### config.mk
export PLATFORM = sky130hd
export DESIGN_NAME = rv32_div
export DESIGN_NICKNAME = d
export VERILOG_FILES = /design/src/rtl/rv32_div.sv
export SDC_FILE = /design/constraint.sdc
export NUM_CORES = 1
export LEC_CHECK = 0
export CORE_MARGIN = 2
export CORE_UTILIZATION = 30
export DETAILED_ROUTE_END_ITERATION = 7
export HOLD_SLACK_MARGIN = 0.02
export PLACE_DENSITY_LB_ADDON = 0.08
export SYNTH_ARGS = -nofsm -noshare
export SYNTH_HDL_FRONTEND = slang
export SYNTH_SLANG_ARGS = --single-unit
export TNS_END_PERCENT = 100
### constraint.sdc
create_clock -name clk -period 6.3 [get_ports clk]
set_clock_uncertainty 0.2 [all_clocks]
set_input_delay 1.26 -clock clk [delete_from_list [all_inputs] [get_ports clk]]
set_output_delay 1.26 -clock clk [all_outputs]
set_load 0.01 [all_outputs]
### src/rtl/rv32_div.sv
// Multi-cycle RV32M divider (DIV/DIVU/REM/REMU) using restoring division on operand magnitudes.
// Signs are reapplied in FIXUP; divide-by-zero and signed overflow bypass the iteration loop.
//
// state | meaning
// IDLE  | waiting for start_in
// CALC  | 32 restoring-division steps, one per non-stalled edge
// FIXUP | sign correction / special-case select, registers result_out
// DONE  | result valid, done_out high
module rv32_div (
    input  logic        clk,
    input  logic        reset,
    input  logic        stall_in,
    input  logic        start_in,
    input  logic [1:0]  op_in,
    input  logic [31:0] rs1_value_in,
    input  logic [31:0] rs2_value_in,
    output logic        busy_out,
    output logic        done_out,
    output logic [31:0] result_out
);

    typedef enum logic [1:0] {IDLE, CALC, FIXUP, DONE} state_t;

    state_t      state, state_nxt;
    logic [4:0]  cnt;
    logic [1:0]  op_r;
    logic [31:0] dvd;
    logic [31:0] dvs;
    logic [32:0] rem;
    logic        neg_q, neg_r, div0, ovf;

    logic        signed_op, a_neg, b_neg, in_div0, in_ovf, in_special, accept;
    logic [31:0] a_mag, b_mag;
    logic [32:0] rem_sh, diff;
    logic        q_bit;
    logic [31:0] fix_result;

    always_comb begin
        signed_op  = ~op_in[0];
        a_neg      = signed_op & rs1_value_in[31];
        b_neg      = signed_op & rs2_value_in[31];
        a_mag      = a_neg ? (32'd0 - rs1_value_in) : rs1_value_in;
        b_mag      = b_neg ? (32'd0 - rs2_value_in) : rs2_value_in;
        in_div0    = (rs2_value_in == 32'd0);
        in_ovf     = signed_op && (rs1_value_in == 32'h8000_0000) && (rs2_value_in == 32'hFFFF_FFFF);
        in_special = in_div0 | in_ovf;
        accept     = (state == IDLE) && start_in && !stall_in;
    end

    // dvd doubles as the quotient: dividend bits leave at the top as quotient bits enter at the bottom.
    always_comb begin
        rem_sh = {rem[31:0], dvd[31]};
        diff   = rem_sh - {1'b0, dvs};
        q_bit  = ~diff[32];
    end

    always_comb begin
        fix_result = 32'd0;
        if (div0)
            fix_result = op_r[1] ? dvd : 32'hFFFF_FFFF;
        else if (ovf)
            fix_result = op_r[1] ? 32'd0 : 32'h8000_0000;
        else if (op_r[1])
            fix_result = neg_r ? (32'd0 - rem[31:0]) : rem[31:0];
        else
            fix_result = neg_q ? (32'd0 - dvd) : dvd;
    end

    always_ff @(posedge clk or posedge reset) begin
        if (reset)
            state <= IDLE;
        else
            state <= state_nxt;
    end

    always_comb begin
        state_nxt = state;
        if (!stall_in) begin
            case (state)
                IDLE:    if (accept) state_nxt = in_special ? FIXUP : CALC;
                CALC:    if (cnt == 5'd0) state_nxt = FIXUP;
                FIXUP:   state_nxt = DONE;
                DONE:    state_nxt = IDLE;
                default: state_nxt = IDLE;
            endcase
        end
    end

    always_ff @(posedge clk or posedge reset) begin
        if (reset) begin
            cnt        <= 5'd0;
            op_r       <= 2'd0;
            dvd        <= 32'd0;
            dvs        <= 32'd0;
            rem        <= 33'd0;
            neg_q      <= 1'b0;
            neg_r      <= 1'b0;
            div0       <= 1'b0;
            ovf        <= 1'b0;
            result_out <= 32'd0;
        end else if (!stall_in) begin
            case (state)
                IDLE: begin
                    if (accept) begin
                        op_r  <= op_in;
                        div0  <= in_div0;
                        ovf   <= in_ovf;
                        neg_q <= a_neg ^ b_neg;
                        neg_r <= a_neg;
                        cnt   <= in_special ? 5'd0 : 5'd31;
                        // Special cases keep raw rs1 so REM/REMU by zero can return it untouched.
                        dvd   <= in_special ? rs1_value_in : a_mag;
                        dvs   <= b_mag;
                        rem   <= 33'd0;
                    end
                end
                CALC: begin
                    rem <= q_bit ? diff : rem_sh;
                    dvd <= {dvd[30:0], q_bit};
                    cnt <= cnt - 5'd1;
                end
                FIXUP: result_out <= fix_result;
                default: ;
            endcase
        end
    end

    assign busy_out = (state != IDLE);
    assign done_out = (state == DONE);

endmodule

==> out/qor.yml, run 1 <==
run_status: "complete, no violations"
worst_skew_pair.late_latency_ns: 0.44
synth_flop_cell: "dfrtp_1"
num_io_pins: 104
share_of_post_route_cells_with_drive_strength_above_1: 0.05349
synth_top_family_by_area: "compound AO/OA/AOI/OAI gates"
grt_remaining_overflow: 0
tritoncts_clock_tree: "done"
seq_area_frac_synth: 0.3208
synthSimpleGateAreaFrac: 0.1896
synth.lib_cells_used.distinct: 71
critPathRequiredTime_ns: 6.42
worst_hold_startpoint: "result_out[24]$_DFFE_PP0P_"
power.share.clock: 0.144
cts.root.buffer_cell: "clkbuf_16"
post-synth-top-area-fraction: 0.3208
worst-setup-path-type: "input port to register"
timing.critical_path.to_type: "register"
postCtsSetupRepairBufs: 0
maximum_number_of_pins_on_one_net_before_global_route_repair: 65
total_nets_final: 1578
netSwitchingFraction: 0.4895
timing.hold.worst.class: "register to register"
power.switching_w: 0.003545
fin_worst_hold_slack_ns: 0.2804
clk_pin_slew_ns: 0.06
h_tree_levels: 4
syn-cell-area_mm2: 0.01092
intPower_w: 0.003696
drt_first_iter_violations: 698
reg2regPathDepth: 13
regArea_mm2: 0.003503
power_density_mw_per_mm2: 557.0
synth_adder_area_share: 0.05110
max_clock_freq_ghz: 0.2144
detail_route.vias_per_cell: 5.328
place.detailed.hpwl_um: 27590
cts.repair.resized: 0
worst_r2r_endpoint: "dvd[0]$_DFFE_PP0P_"
starting_density_of_the_core: 0.3055
synth.area.top_cells: "dfrtp_1 (32%), o21ai_0 (7.8%), xnor2_1 (5.7%)"
number_of_antenna_violations_at_the_first_check_in_global_routing: 1
numPortBuffers: 103
fin_setup_tns_ns: 0
area_occupied_by_multi_input_gates_mm2: 0.006839
grt_pass1_wl_um: 58270
synth.ff_latch_count: 140
vias: 10330
crit_arrival_ns: 4.79
rows: 69
synth_xor_xnor_area_share: 0.09865
hold_violations: 0
coreArea_mm2: 0.03574
drt_wl_total_um: 36350
post-route-cell-area_mm2: 0.01300
power.ir.vdd_worst_mv: 0.3380
cts_max_path_buffers: 2
total_leakage_power_nw: 5.369
report.final.slew_viol_count: 0
antenna_violating_nets_post_route: 0
critPathLaunch: "rs1_value_in[25]"
drc: 0
area_fraction_in_compound_gates_after_synthesis: 0.2612
reg2reg_setup_slack_ns: 1.88
regToRegStartpoint: "dvd[31]$_DFFE_PP0P_"
slew_headroom: 0.2333
placed_cell_area_mm2: 0.01241
post-route-min-period_ns: 4.665
synthesis.nets: 1510
synth_enable_flop_cells: 0
layout-area-overhead-vs-synth_pct: 19.04
grt_pass1_vias: 9929
pwr-share-comb: 0.605
filler_cell_count: 3823
hold-path-endpoint: "result_out[24]$_DFFE_PP0P_"
report.final.setup_viol: 0
die_x_um: 194.8
pwr-share-seq: 0.251
tightest_slew_ns: 1.146
synth.area.mux_share: 0.02383
netlist_instances: 1396
detail_route.first_pass.iterations: 5
cts-buffers-inserted: 17
final_cycle_utilization_of_the_critical_path: 0.7404
clock_sink_count: 140
yosysTopAreaCell: "dfrtp_1"
fp.dieH_um: 194.8
postSynthAreaPerCell_um2: 7.823
grt_usage: 0.1945
number_of_maximum_capacitance_violations: 0
yosys_warn_count: 0
gpl.final_weighted_congestion: 0.8547
timing.critical_path.from_type: "input port"
route.detailed.wl_per_inst_um: 18.75
die-area_mm2: 0.03794
min_delay_path_depth: 2
peak_fanout_along_the_critical_path: 13
ctsHoldBuffers: 0
rsz0062_at_grt: "false"
antennaDiodeCount: 0
postSynth.asyncResetShare: 1.000
==> synth_stat cells (4+ instances only) <==
cell and instances:
a31oi_1 21, and3_1 4, nand3_1 34, o31ai_1 27
ha_1 43, buf_2 4, o41ai_1 11, nor3b_1 4
inv_1 82, nor4_1 9, mux2_2 4, nor3_1 29
nand4_1 16, nand2_1 142, o22ai_1 13, a21o_1 19
clkbuf_1 65, nor2b_1 6, a41oi_1 4, nor2_1 109
xor2_1 52, dfrtp_1 140, o211ai_1 9, a211oi_1 11
a21oi_1 110, a21boi_0 5, xnor2_1 71, buf_1 4
nand2b_1 18, o21ai_1 30, o21a_1 4, or4_1 15
or3_1 20, o32ai_1 6, a221oi_1 4, and2_1 6
o21ai_0 171, mux2i_1 20
==> metrics by stage <==
stage	setup slack, ns	cells	total power, W	utilization
after floorplan	1.087	1396	0.004861	-
after global placement	1.184	1906	0.006183	0.3473
after detailed placement	1.161	1906	0.006205	0.3473
after global routing	1.284	1938	0.007931	0.3637
after CTS	1.602	1938	0.007283	0.3637
final	1.635	1938	0.007241	0.3637
==> metal layers <==
metal,vias to the layer above,track usage,part of all wire
met3,22,0.02707,0.028
met1,4969,0.2838,0.51
met5,-,0,0
li1,5159,-,-
met4,0,0.03958,0.011
met2,175,0.3057,0.45
==> power by group through the flow <==
stage	combinational, W	sequential, W	clock (W)
after floorplan	0.00320	0.00166	0
after global placement	0.00435	0.00183	0
after detailed placement	0.00437	0.00183	0
after CTS	0.00439	0.00182	0.00107
after global routing	0.00494	0.00189	0.00110
final	0.00438	0.00182	0.00105
==> cell type report <==
class	instances	area share
well taps	461	0.04437
repair buffers	123	0.09086
flip-flops and latches	140	0.2695
inverters	82	0.02406
clock buffers	17	0.03272
multi-input cells	1100	0.5261
clock inverters	15	0.01242
==> cell families (layout without fill, tap and decap cells) <==
logic type	after synthesis	after routing
fa+ha+maj	44	44
mux	25	25
simple gates	431	431
buf+inv	156	237
xor+xnor	123	123
compound gates	477	477
flops	140	140
==> placed cells by master, fill, tap and decap left out, drive strengths merged, types with 5 or more instances in the layout <==
cell           count
nand3             34
mux2               5
o31ai             28
or3               20
nand2            142
nand4             16
and2               6
a31oi             21
buf               20
clkdlybuf4s50    103
mux2i             20
xnor2             71
a211oi            11
inv               87
a21o              19
dfrtp            140
o41ai             12
ha                43
nor2             109
nor3              30
o22ai             13
o211ai             9
or2                5
clkbuf            17
or4               18
o32ai              6
a21oi            110
a21boi             6
nor2b              6
nand2b            20
xor2              52
o21ai            201
nor4               9
==> state kept, by name (all words and copies together) (netlist names) <==
name / cells
dvd: 32
dvs: 32
rem: 32
result_out: 32
cnt: 5
state: 2
div0: 1
neg_q: 1
neg_r: 1
op_r: 1
ovf: 1
==> worst max-delay path by stage <==
stage | cells past startpoint | endpoint | slack, ns
6_report | 10 | dvd[24]$_DFFE_PP0P_ | 1.64
5_1_grt | 12 | dvd[30]$_DFFE_PP0P_ | 1.28
4_1_cts | 12 | dvd[24]$_DFFE_PP0P_ | 1.60
3_5_place_dp | 12 | dvd[30]$_DFFE_PP0P_ | 1.16
3_3_place_gp | 10 | dvd[29]$_DFFE_PP0P_ | 1.18
2_1_floorplan | 1 | cnt[0]$_DFFE_PP0P_ | 1.09
==> critical path, stage by stage <==
cell	delay [ns]
clkdlybuf4s50_1	0.49
or3_1	0.43
nor4_1	0.68
nand4_1	0.36
o22ai_1	0.40
or2_1	0.52
a31oi_1	0.11
xnor2_1	0.16
o21ai_0	0.08
mux2_2	0.29
Note: power is estimated with default switching activity, not from simulation.
==> run 2: changes to the inputs <==
==> constraint.sdc (replaced) <==
create_clock -name clk -period 3.9 [get_ports clk]
set_clock_uncertainty 0.2 [all_clocks]
set_input_delay 0.78 -clock clk [delete_from_list [all_inputs] [get_ports clk]]
set_output_delay 0.78 -clock clk [all_outputs]
set_load 0.01 [all_outputs]
==> out/qor.yml, run 2 (synthesis results as in run 1) <==
run_status: "complete, no violations"  # unchanged
critPathLaunch: "rem[8]$_DFFE_PP0P_"  # was rs1_value_in[25]
num_io_pins: 104  # unchanged
tritoncts_clock_tree: "done"  # unchanged
cts.root.buffer_cell: "clkbuf_16"  # unchanged
cts-buffers-inserted: 17  # unchanged
die_x_um: 194.8  # unchanged
ctsHoldBuffers: 0  # unchanged
area_occupied_by_multi_input_gates_mm2: 0.006852  # was 0.006839 mm²
power_density_mw_per_mm2: 903.1  # was 557.0 mW/mm²
cts_max_path_buffers: 2  # unchanged
timing.critical_path.from_type: "register"  # was input port
crit_arrival_ns: 3.76  # was 4.79 ns
postCtsSetupRepairBufs: 0  # unchanged
report.final.slew_viol_count: 0  # unchanged
worst_slack_at_placement_ns: -0.1237  # was 1.161 ns
max_clock_freq_ghz: 0.2739
layout-area-overhead-vs-synth_pct: 25.23  # was 19.04%
placed_cell_area_mm2: 0.01311  # was 0.01241 mm²
regToRegStartpoint: "rem[8]$_DFFE_PP0P_"  # was dvd[31]$_DFFE_PP0P_
layout_commonest_cell: "o21ai_0"  # unchanged
grt_pass1_wl_um: 60120  # was 58270 µm
post_layout_nonfiller_instances: 2014  # was 1938
post-route-worst-setup-slack_ns: 0.2491  # was 1.635 ns
h_tree_levels: 4  # unchanged
die-area_mm2: 0.03794  # unchanged
coreArea_mm2: 0.03574  # unchanged
rows: 69  # unchanged
timing.hold.worst.class: "register to register"  # unchanged
vias: 10720  # was 10330
report.final.setup_viol: 0  # unchanged
maximum_number_of_pins_on_one_net_before_global_route_repair: 63  # was 65
drt_first_iter_violations: 643  # was 698
grt_pass1_vias: 10570  # was 9929
number_of_antenna_violations_at_the_first_check_in_global_routing: 1  # unchanged
regArea_mm2: 0.003503  # unchanged
drt_wl_total_um: 37590  # was 36350 µm
grt_remaining_overflow: 0  # unchanged
worst_skew_pair.late_latency_ns: 0.45  # was 0.44 ns
antenna_violating_nets_post_route: 0  # unchanged
antennaDiodeCount: 0  # unchanged
post-route-cell-area_mm2: 0.01368  # was 0.01300 mm²
starting_density_of_the_core: 0.3055  # unchanged
place.detailed.hpwl_um: 29160  # was 27590 µm
grt_usage: 0.2010  # was 0.1945
rsz0062_at_grt: "false"  # unchanged
tightest_slew_ns: 0.8703  # was 1.146 ns
detail_route.vias_per_cell: 5.322  # was 5.328
filler_cell_count: 3769  # was 3823
worst-setup-path-type: "register to register"  # was input port to register
share_of_post_route_cells_with_drive_strength_above_1: 0.09852  # was 0.05349
layout_common_cells: "o21ai_0 (171), nand2_1 (142), dfrtp_1 (140), a21oi_1 (110), nor2_1 (107)"  # unchanged
timing.critical_path.to_type: "register"  # unchanged
worst_hold_startpoint: "result_out[10]$_DFFE_PP0P_"  # was result_out[24]$_DFFE_PP0P_
post-route-min-period_ns: 3.651
slew_headroom: 0.4198  # was 0.2333
hold_violations: 0  # unchanged
number_of_maximum_capacitance_violations: 0  # unchanged
total_nets_final: 1654  # was 1578
clk_pin_slew_ns: 0.06  # about the same
drc: 0  # unchanged
power.ir.vdd_worst_mv: 0.9608  # was 0.3380 mV
gpl.final_weighted_congestion: 0.8771  # was 0.8547
total_leakage_power_nw: 5.779  # was 5.369 nW
numPortBuffers: 103  # unchanged
design_power_total_w: 0.01235  # was 0.007241 W
clock_sink_count: 140  # unchanged
detail_route.first_pass.iterations: 5  # unchanged
cts.repair.resized: 0  # unchanged
peak_fanout_along_the_critical_path: 8  # was 13
critPathRequiredTime_ns: 4.01  # was 6.42 ns
final_cycle_utilization_of_the_critical_path: 0.9361
place.detailed.instances: 1982  # was 1906
fp.dieH_um: 194.8  # unchanged
route.detailed.wl_per_inst_um: 18.66  # was 18.75 µm
[run 2: changes by cell type in the layout (fill, tap and decap cells not counted), sizes merged]
cell    change
bufinv      -1
buf        +76
clkinv      +3
inv         -6
clkbuf      +4
[run 2: worst max-delay path: stages (launching register included)]
cell and delay [ns]:
dfrtp_1 0.50, or4_1 0.64, or4_1 0.46, or3_1 0.39, nand2b_4 0.20, o31ai_1 0.29
xor2_1 0.24, nor2_1 0.10, a2111oi_4 0.26, buf_4 0.19, o21ai_1 0.05
[run 2: power by group]
group	switching [W]	total, W	internal [W]
Combinational	0.00439	0.00785	0.00346
Clock	0.000713	0.00162	0.000907
Sequential	0.000773	0.00288	0.00210
Total	0.00588	0.0124	0.00647
[run 2: per-layer routing]
metal  vias to the layer above  GRT usage  wire length (µm)
met2                       214     0.3125             16810
met3                        40    0.02724              1416
met5                         -          0                 0
li1                       5315          -                 -
met4                         0    0.06135               822
met1                      5149     0.2888             18530
[run 2: stage by stage]
stage / hold WS, ns / utilization / TNS (ns)
after floorplan: 0.2498 / - / 0
after global placement: 0.2632 / 0.3667 / -0.1662
after detailed placement: 0.2711 / 0.3667 / -0.6450
after CTS: 0.2851 / 0.3823 / 0
after global routing: 0.3046 / 0.3826 / 0
final: 0.2760 / 0.3826 / 0
[run 2: final cells by class]
type | count | share of cell area
multi-input combinational | 1100 | 0.5010
tap | 461 | 0.04218
clock inverter | 11 | 0.006953
timing repair buffer | 199 | 0.1372
clock buffer | 21 | 0.03367
sequential | 140 | 0.2562
inverter | 82 | 0.02278
[run 2: path summary, 6_finish.rpt]
path	cells after the start	end	slack, ns
worst max-delay path	10	result_out[25]$_DFFE_PP0P_	0.25
worst min-delay path	2	result_out[10]$_DFFE_PP0P_	0.28
worst max register to register	10	result_out[25]$_DFFE_PP0P_	0.25
worst min register to register	2	result_out[10]$_DFFE_PP0P_	0.28
max in group asynchronous	3	dvs[31]$_DFFE_PP0P_	2.29
min in group asynchronous	2	dvs[6]$_DFFE_PP0P_	0.51
==> run 3: changes to the inputs <==
--- a/config.mk
+++ b/config.mk
@@ -5,7 +5,6 @@
 export SDC_FILE = /design/constraint.sdc
 export NUM_CORES = 1
 export LEC_CHECK = 0
-export CORE_MARGIN = 2
 export CORE_UTILIZATION = 30
 export DETAILED_ROUTE_END_ITERATION = 7
 export HOLD_SLACK_MARGIN = 0.02
==> out/qor.yml, run 3 (synthesis results as in run 1) <==
detail_route.first_pass.iterations: 7  # was 5
slew_headroom: 0.5022  # was 0.4198
final_cycle_utilization_of_the_critical_path: 0.9803  # was 0.9361
hold_violations: 0  # unchanged
numPortBuffers: 103  # unchanged
drc: 19  # was 0
crit_arrival_ns: 3.98  # was 3.76 ns
reg2regPathDepth: 10  # unchanged
power_density_mw_per_mm2: 896.3  # was 903.1 mW/mm²
h_tree_levels: 4  # unchanged
clock_sink_count: 140  # unchanged
timing.hold.worst.class: "register to register"  # unchanged
tritoncts_clock_tree: "done"  # unchanged
antennaDiodeCount: 0  # unchanged
timing.critical_path.to_type: "register"  # unchanged
grt_remaining_overflow: 0  # unchanged
post-route-min-period_ns: 3.823  # was 3.651 ns
maximum_number_of_pins_on_one_net_before_global_route_repair: 101  # was 63
die_x_um: 192.8  # was 194.8 µm
worst-setup-path-type: "input port to register"  # was register to register
post-route-cell-area_mm2: 0.01372  # was 0.01368 mm²
run_status: "complete, but fails checks"  # was complete, no violations
number_of_antenna_violations_at_the_first_check_in_global_routing: 2  # was 1
gpl.final_weighted_congestion: 0.8461  # was 0.8771
grt_pass1_vias: 10360  # was 10570
min_delay_path_depth: 2  # unchanged
finish.utilization: 0.3848  # was 0.3826
clk_pin_slew_ns: 0.07  # was 0.06 ns
detail_route.vias_per_cell: 5.221  # was 5.322
cts.root.buffer_cell: "clkbuf_16"  # unchanged
worst_skew_pair.late_latency_ns: 0.45  # about the same
filler_cell_count: 3705  # was 3769
worst_path_max_delay_cell: "or4_1"  # unchanged
violations_in_the_final_reports: "design-rule violations"
rsz0062_at_grt: "false"  # unchanged
route.detailed.wl_per_inst_um: 18.36  # was 18.66 µm
place.detailed.hpwl_um: 28370  # was 29160 µm
drt_wl_total_um: 37080  # was 37590 µm
antenna_violating_nets_post_route: 0  # unchanged
layout_common_cells: "o21ai_0 (171), nand2_1 (142), dfrtp_1 (140), a21oi_1 (110), nor2_1 (106)"  # was o21ai_0 (171), nand2_1 (142), dfrtp_1 (140), a21oi_1 (110), nor2_1 (107)
placed_cell_area_mm2: 0.01313  # was 0.01311 mm²
starting_density_of_the_core: 0.3063  # was 0.3055
fp.dieH_um: 192.8  # was 194.8 µm
number_of_maximum_capacitance_violations: 0  # unchanged
vias: 10550  # was 10720
report.final.slew_viol_count: 0  # unchanged
layout-area-overhead-vs-synth_pct: 25.63  # was 25.23%
die-area_mm2: 0.03717  # was 0.03794 mm²
report.final.setup_viol: 0  # unchanged
cts-buffers-inserted: 17  # unchanged
grt_pass1_wl_um: 59230  # was 60120 µm
grt_usage: 0.2083  # was 0.2010
layout_commonest_cell: "o21ai_0"  # unchanged
cts_max_path_buffers: 2  # unchanged
coreArea_mm2: 0.03566  # was 0.03574 mm²
critPathRequiredTime_ns: 4.06  # was 4.01 ns
total_nets_final: 1660  # was 1654
timing.critical_path.cells: "clkdlybuf4s50_1 -> or4_1 -> or4_1 -> or3_1 -> nor3_1 -> buf_4 -> a211oi_1 -> nor3b_1 -> a211oi_1 -> a21oi_1"  # was or4_1 -> or4_1 -> or3_1 -> nand2b_4 -> o31ai_1 -> xor2_1 -> nor2_1 -> a2111oi_4 -> buf_4 -> o21ai_1
rows: 69  # unchanged
max_clock_freq_ghz: 0.2616  # was 0.2739 GHz
power.ir.vdd_worst_mv: 1.100  # was 0.9608 mV
crit_path_max_incr_delay_ns: 0.56  # was 0.64 ns
total_leakage_power_nw: 5.805  # was 5.779 nW
fin_setup_tns_ns: 0  # unchanged
drt_first_iter_violations: 597  # was 643
num_io_pins: 104  # unchanged
timing.critical_path.from_type: "input port"  # was register
tightest_slew_ns: 0.7458  # was 0.8703 ns
peak_fanout_along_the_critical_path: 6  # was 8
share_of_post_route_cells_with_drive_strength_above_1: 0.1046  # was 0.09852
## run 3: cell types whose count changed in the layout (fill, tap and decap cells not counted), moves of 2 or more
cell / before / now
buf_4: 86 / 94
clkinv_2: 5 / 0
clkbuf_1: 2 / 0
inv_6: 0 / 6
buf_12: 10 / 8
## run 3: per-stage QoR
step	instances	setup slack, ns	hold slack (ns)	total power (W)
floorplan	1396	0.5216	0.2498	0.007853
global placement	1988	-0.3302	0.2623	0.01062
detailed placement	1988	-0.4081	0.2706	0.01067
CTS	2020	0.07344	0.2855	0.01239
global route	2020	0.01040	0.3002	0.01346
finish	2020	0.07695	0.2771	0.01230
## run 3: what timing repair did
action                     4_1_cts  5_1_grt
hold buffers                     0        0
resized for setup                0        2
buffers inserted                 0        0
hold endpoints to repair         0        0
setup endpoints to repair        0       17
## run 3: routing by layer
metal	wire, µm	vias to the layer above	track usage
met1	18550	5032	0.2982
met2	16810	173	0.3269
met5	0	-	0
li1	-	5314	-
met4	463	0	0.04664
met3	1260	27	0.03146
## run 3: final timing paths
kind                       slack [ns]                      start                          to
max reg2reg                      0.25         rem[8]$_DFFE_PP0P_  result_out[25]$_DFFE_PP0P_
max                              0.08            rs1_value_in[1]         dvd[31]$_DFFE_PP0P_
max in group asynchronous        2.33                      reset         dvd[24]$_DFFE_PP0P_
min                              0.28  result_out[4]$_DFFE_PP0P_   result_out[4]$_DFFE_PP0P_
min reg2reg                      0.28  result_out[4]$_DFFE_PP0P_   result_out[4]$_DFFE_PP0P_
min in group asynchronous        0.63                      reset          dvs[8]$_DFFE_PP0P_
## run 3: power breakdown
part / internal [W] / leakage [nW] / switching [W]
Sequential: 0.00210 / 1.78 / 0.000781
Combinational: 0.00342 / 3.75 / 0.00433
Clock: 0.000925 / 0.274 / 0.000735
Total: 0.00645 / 5.81 / 0.00585
## run 3: critical path, delay by kind of cell
kind | cells | cell delay (ns)
simple gates | 5 | 2.13
buf+inv | 2 | 0.64
compound gates | 3 | 0.43
## run 3: final cells by class
type	count	area, µm²	share of cell area
clock inverters	13	130.1	0.009485
well taps	461	576.8	0.04204
repair buffers	205	1897	0.1383
multi-input cells	1100	6848	0.4991
inverters	82	311.5	0.02271
flip-flops and latches	140	3503	0.2554
clock buffers	19	452.9	0.03301
